## src/rtl/mem_port_arbiter.sv

```systemverilog
`timescale 1ns/1ps
`default_nettype none
// ============================================================================
// Module   : mem_port_arbiter
// Brief    : Shares one single-ported RAM between fetch and data requesters,
//            serialising accesses and returning registered read data.
// Revision : 1.0 - initial release
// ============================================================================
module mem_port_arbiter #(
    parameter int ADDR_W       = 32,
    parameter int DATA_W       = 32,
    parameter int RAM_LATENCY  = 2,
    parameter int STARVE_LIMIT = 4
) (
    input  logic              clock,
    input  logic              reset,
    input  logic              ram_load,
    input  logic              if_req,
    input  logic [ADDR_W-1:0] if_addr,
    output logic              if_gnt,
    output logic              if_rvalid,
    output logic [DATA_W-1:0] if_rdata,
    input  logic              dm_req,
    input  logic              dm_we,
    input  logic [ADDR_W-1:0] dm_addr,
    input  logic [DATA_W-1:0] dm_wdata,
    output logic              dm_gnt,
    output logic              dm_rvalid,
    output logic [DATA_W-1:0] dm_rdata,
    output logic              ram_en,
    output logic              ram_we,
    output logic [ADDR_W-1:0] ram_addr,
    output logic [DATA_W-1:0] ram_wdata,
    input  logic [DATA_W-1:0] ram_rdata,
    output logic              busy
);

    localparam int CNT_W = $clog2(RAM_LATENCY + 1);
    localparam int SC_W  = $clog2(STARVE_LIMIT + 1);

    typedef enum logic [1:0] {
        IDLE  = 2'd0,
        ISSUE = 2'd1,
        WAIT  = 2'd2
    } state_t;

    state_t state;
    state_t state_next;

    logic              lat_dm;
    logic              lat_we;
    logic [ADDR_W-1:0] lat_addr;
    logic [DATA_W-1:0] lat_wdata;
    logic [CNT_W-1:0]  cnt;
    logic [SC_W-1:0]   sc;

    logic arb_fire;
    logic pick_dm;
    logic wait_last;

    // Fetch only overrides dm priority once dm has won STARVE_LIMIT times in a row.
    always_comb begin
        arb_fire  = (state == IDLE) && !ram_load && (if_req || dm_req);
        pick_dm   = dm_req && !(if_req && (sc == SC_W'(STARVE_LIMIT)));
        wait_last = (cnt == CNT_W'(1));
    end

    always_ff @(posedge clock or posedge reset) begin
        if (reset) begin
            state <= IDLE;
        end else begin
            state <= state_next;
        end
    end

    always_comb begin
        state_next = state;
        busy       = 1'b0;
        ram_en     = 1'b0;
        ram_we     = 1'b0;
        ram_addr   = '0;
        ram_wdata  = '0;
        if_gnt     = 1'b0;
        dm_gnt     = 1'b0;
        case (state)
            IDLE: begin
                if (arb_fire) begin
                    state_next = ISSUE;
                end
            end
            ISSUE: begin
                busy       = 1'b1;
                ram_en     = 1'b1;
                ram_we     = lat_we;
                ram_addr   = lat_addr;
                ram_wdata  = lat_wdata;
                if_gnt     = !lat_dm;
                dm_gnt     = lat_dm;
                state_next = WAIT;
            end
            WAIT: begin
                busy = 1'b1;
                if (wait_last) begin
                    state_next = IDLE;
                end
            end
            default: state_next = IDLE;
        endcase
    end

    always_ff @(posedge clock or posedge reset) begin
        if (reset) begin
            lat_dm    <= 1'b0;
            lat_we    <= 1'b0;
            lat_addr  <= '0;
            lat_wdata <= '0;
            cnt       <= '0;
            sc        <= '0;
            if_rvalid <= 1'b0;
            dm_rvalid <= 1'b0;
            if_rdata  <= '0;
            dm_rdata  <= '0;
        end else begin
            if_rvalid <= 1'b0;
            dm_rvalid <= 1'b0;

            if (arb_fire) begin
                lat_dm    <= pick_dm;
                lat_we    <= pick_dm && dm_we;
                lat_addr  <= pick_dm ? dm_addr : if_addr;
                lat_wdata <= pick_dm ? dm_wdata : '0;
                if (pick_dm && if_req) begin
                    sc <= sc + SC_W'(1);
                end else begin
                    sc <= '0;
                end
            end else if ((state == IDLE) && !ram_load) begin
                sc <= '0;
            end

            if (state == ISSUE) begin
                cnt <= CNT_W'(RAM_LATENCY);
            end else if (state == WAIT) begin
                cnt <= cnt - CNT_W'(1);
            end

            // Capture at the end of the last WAIT cycle; the valid pulse lands in the next IDLE.
            if ((state == WAIT) && wait_last) begin
                if (lat_dm) begin
                    dm_rvalid <= 1'b1;
                    dm_rdata  <= lat_we ? '0 : ram_rdata;
                end else begin
                    if_rvalid <= 1'b1;
                    if_rdata  <= ram_rdata;
                end
            end
        end
    end

endmodule
`default_nettype wire

```

## config.mk

```make
export PLATFORM = sky130hd
export DESIGN_NAME = mem_port_arbiter
export DESIGN_NICKNAME = d
export VERILOG_FILES = /design/src/rtl/mem_port_arbiter.sv
export SDC_FILE = /design/constraint.sdc
export NUM_CORES = 1
export LEC_CHECK = 0
export ABC_AREA = 1
export BUFFER_PORTS_ARGS = -buffer_cell sky130_fd_sc_hd__buf_2
export CAP_MARGIN = 15
export CORE_ASPECT_RATIO = 0.8
export CORE_MARGIN = 5
export CORE_UTILIZATION = 35
export DETAILED_ROUTE_END_ITERATION = 10
export GPL_TIMING_DRIVEN = 0
export PLACE_DENSITY_LB_ADDON = 0.3
export SYNTH_ARGS = -nofsm -noshare
export SYNTH_HDL_FRONTEND = slang
export SYNTH_SLANG_ARGS = --single-unit
```

## constraint.sdc

```tcl
create_clock -name clock -period 10 [get_ports clock]
set_clock_uncertainty 0.15 [all_clocks]
set_input_delay 0.5 -clock clock [delete_from_list [all_inputs] [get_ports clock]]
set_output_delay 0.5 -clock clock [all_outputs]
set_load 0.02 [all_outputs]
```

==> out/qor_table.md <==
| Item | This run | Unit |
|:---|:---|:---|
| Detail Placement HPWL | 15.1 | mm |
| Syn_nets | 1002 | - |
| Setup violations, final | 0 | - |
| Vias in the first global route | 6140 | - |
| Worst setup timing slack at the placement stage | 7410 | ps |
| Clock edge transition at the registers on the reported setup and hold paths | 60 | ps |
| Via density per instance | 4.43 | - |
| Total gr overflow | 0 | - |
| Wirelength per Cell | 14.1 | um |
| WL met2 | 8.94 | mm |
| Maximum net fanout on the critical path | 10 | - |
| Routed length on met3 | 1.85 | mm |
| CTS Sinks | 139 | - |
| First-pass DRT Iterations | 5 | - |
| Post-route clock period utilization | 30.3 | % |
| Total number of vias | 6295 | - |
| Pin slew with the least headroom to its limit | 646 | ps |
| Wire length of the first global-routing pass | 31.8 | mm |
| Maximum count of clock buffers along a single path | 2 | - |
| Top Ports | 269 | - |
| Synth area leader | sky130_fd_sc_hd__dfrtp_1 | - |
| Number of non-filler instances in the completed layout | 1422 | - |
| Worst Slack Setup Final | 6970 | ps |
| Remaining max-slew budget at the tightest pin | 56.9 | % |
| Worst hold path class | in -> async | - |
| Area Overhead vs Synth | 35.5 | % |
| Number of hold buffers added after CTS | 0 | - |
| TritonCTS clock tree | yes | - |
| Sequential fraction of the synthesis area | 52.6 | % |
| Most frequent cells in the layout | sky130_fd_sc_hd__nand2_1 (339), sky130_fd_sc_hd__buf_2 (290), sky130_fd_sc_hd__inv_1 (175), sky130_fd_sc_hd__dfrtp_1 (139), sky130_fd_sc_hd__nand3_1 (72) | - |
| Post-synth top area share | 52.6 | % |
| Overall Power | 2.79 | mW |
| Seq cells post-synth | 139 | - |
| Count of endpoints failing hold in the final timing report | 0 | - |
| Core Region | 18800 | um2 |
| Max-slew violation count | 0 | - |
| Count of antenna-violating nets left after detailed routing | 0 | - |
| Clock Root Buffer | sky130_fd_sc_hd__clkbuf_16 | - |
| Synth Area per Inst | 7.68 | um2 |
| Width of the chip | 164 | um |
| Share of layout cells above drive strength 1 | 28.9 | % |
| Uppermost metal layer occupied by signal nets | met5 | - |
| Port buffer count | 267 | - |
| Nets | 1289 | - |
| CP Capture Type | output port | - |
| Yosys warns | 0 | - |
| Highest achievable clock rate | 329 | MHz |
| Initial DRC Count | 397 | - |
| Status | complete, no violations | - |
| All-Layer GR Usage | 18.5 | % |
| Top area cells in the synthesized netlist | sky130_fd_sc_hd__dfrtp_1 (53%), sky130_fd_sc_hd__nand2_1 (19%), sky130_fd_sc_hd__inv_1 (10%) | - |
| Category of the critical setup timing path | reg -> out | - |
| Cts bufs inserted | 17 | - |
| Leak Pwr | 5.73 | nW |
| Number of standard-cell rows in the floorplan | 45 | - |
| Overall die height | 133 | um |
| Endpoint required time on the critical path | 9350 | ps |
| Starting utilization of the core area | 35.2 | % |
| Cell area reported after detailed placement | 8310 | um2 |
| Unrepaired setup endpoints after global routing | no | - |
| Max-cap viol count | 0 | - |
| Most common cell after layout, fill and taps aside | sky130_fd_sc_hd__nand2_1 | - |
| Power Density | 311 | nW/um2 |
| Count of instances resized after the clock tree is built | 0 | - |
| Remaining DRCs | 0 | - |
| Post-CTS setup-driven buffer insertion count | 0 | - |
| Number of instances in the synthesized netlist | 861 | - |
| Post-Route M1 WL | 8.98 | mm |
| Non-Filler Cell Area, Final | 8960 | um2 |
| Antenna violations before repair | 5 | - |
| Final setup TNS | 0 | ps |
| GPL Wtd Cong | 0.843 | - |
| Summed instance area of the synthesized netlist | 6620 | um2 |
| Maximum number of pins on one net before global-route repair | 83 | - |
| Distinct cell type count after synthesis | 22 | - |
| Post-placement cell count | 1387 | - |
| Clk Latency, worst-skew pair | 410 | ps |
| Die footprint | 21800 | um2 |
| Total detailed-routing wirelength | 20.1 | mm |
| Critical path startpoint category | flop | - |
| Largest voltage drop on the vdd net | 136 | uV |
| H-tree depth | 4 | - |
| Final critical delay including setup and external delays | 3030 | ps |
| Worst EP arrival | 2380 | ps |
[metrics by stage]
step           util (%)  hold slack [ps]
6_report           47.7             5.57
5_1_grt            47.6             38.5
4_1_cts            47.6             4.59
3_5_place_dp       44.2              314
3_3_place_gp       44.0              310
2_1_floorplan         -              297
[worst paths after layout]
check                             startpoint       endpoint  slack, ps  cells past startpoint
min in group clock              dm_wdata[11]  lat_wdata[11]        130                      3
worst max register to register         sc[0]  lat_wdata[28]       8020                      8
worst max-delay path                state[1]  ram_wdata[31]       6970                      8
worst min register to register   dm_rdata[9]    dm_rdata[9]        330                      2
max in group asynchronous              reset    lat_addr[8]       8910                      3
worst min-delay path                   reset  lat_wdata[30]          6                      2
[worst max-delay path, stage by stage, from the launching register on]
cell,delay (ps)
sky130_fd_sc_hd__dfrtp_1,400
sky130_fd_sc_hd__inv_1,100
sky130_fd_sc_hd__ha_1,190
sky130_fd_sc_hd__clkbuf_1,360
sky130_fd_sc_hd__buf_2,290
sky130_fd_sc_hd__buf_2,290
sky130_fd_sc_hd__nand2_1,80
sky130_fd_sc_hd__inv_1,90
sky130_fd_sc_hd__buf_2,170
[final cells by class]
type                    count  area [um2]
well taps                 258         323
plain buffers              49         246
clock buffers              18         439
diodes                      3        7.51
multi-input cells         496        2230
fillers                  1952        9840
inverters                 177         669
repair buffers            268        1360
flip-flops and latches    139        3480
clock inverters            14         209
[flip-flops by register name (all words and copies together), names as in the netlist]
register / flops
lat_dm: 1
lat_we: 1
if_rvalid: 1
lat_addr: 32
if_rdata: 32
state: 2
lat_wdata: 32
sc: 3
dm_rdata: 32
dm_rvalid: 1
cnt: 2
[routing by layer]
layer / vias to the layer above / GRT usage [%]
met4: 6 / 5.12
met1: 2879 / 24.9
met3: 21 / 6.66
li1: 3152 / -
met2: 237 / 28.3
met5: - / 0
[Yosys cell counts, drive strengths merged]
library cell / n
o21ai: 35
nand2: 341
nand3: 73
buf: 31
nor2: 4
inv: 177
ha: 7
a21oi: 2
dfrtp: 139
o31ai: 32
o21bai: 1
xor2: 1
clkbuf: 18
[power by group]
part	switching, mW	leakage, nW	internal (mW)
Combinational	0.751	3.73	0.378
Sequential	0.145	1.69	0.826
Clock	0.257	0.313	0.431
Total	1.15	5.73	1.64
[cell families after synthesis]
kind of cell               Yosys count  share of synthesized area, %
adders and majority gates            7                          1.32
buffers and inverters              226                          13.8
AOI/OAI and AO/OA                   70                          6.54
DFF                                139                          52.6
and+or+nand+nor                    418                          25.6
xor gates and xnor gates             1                         0.132
No activity file was read; power rests on OpenSTA's default activity.
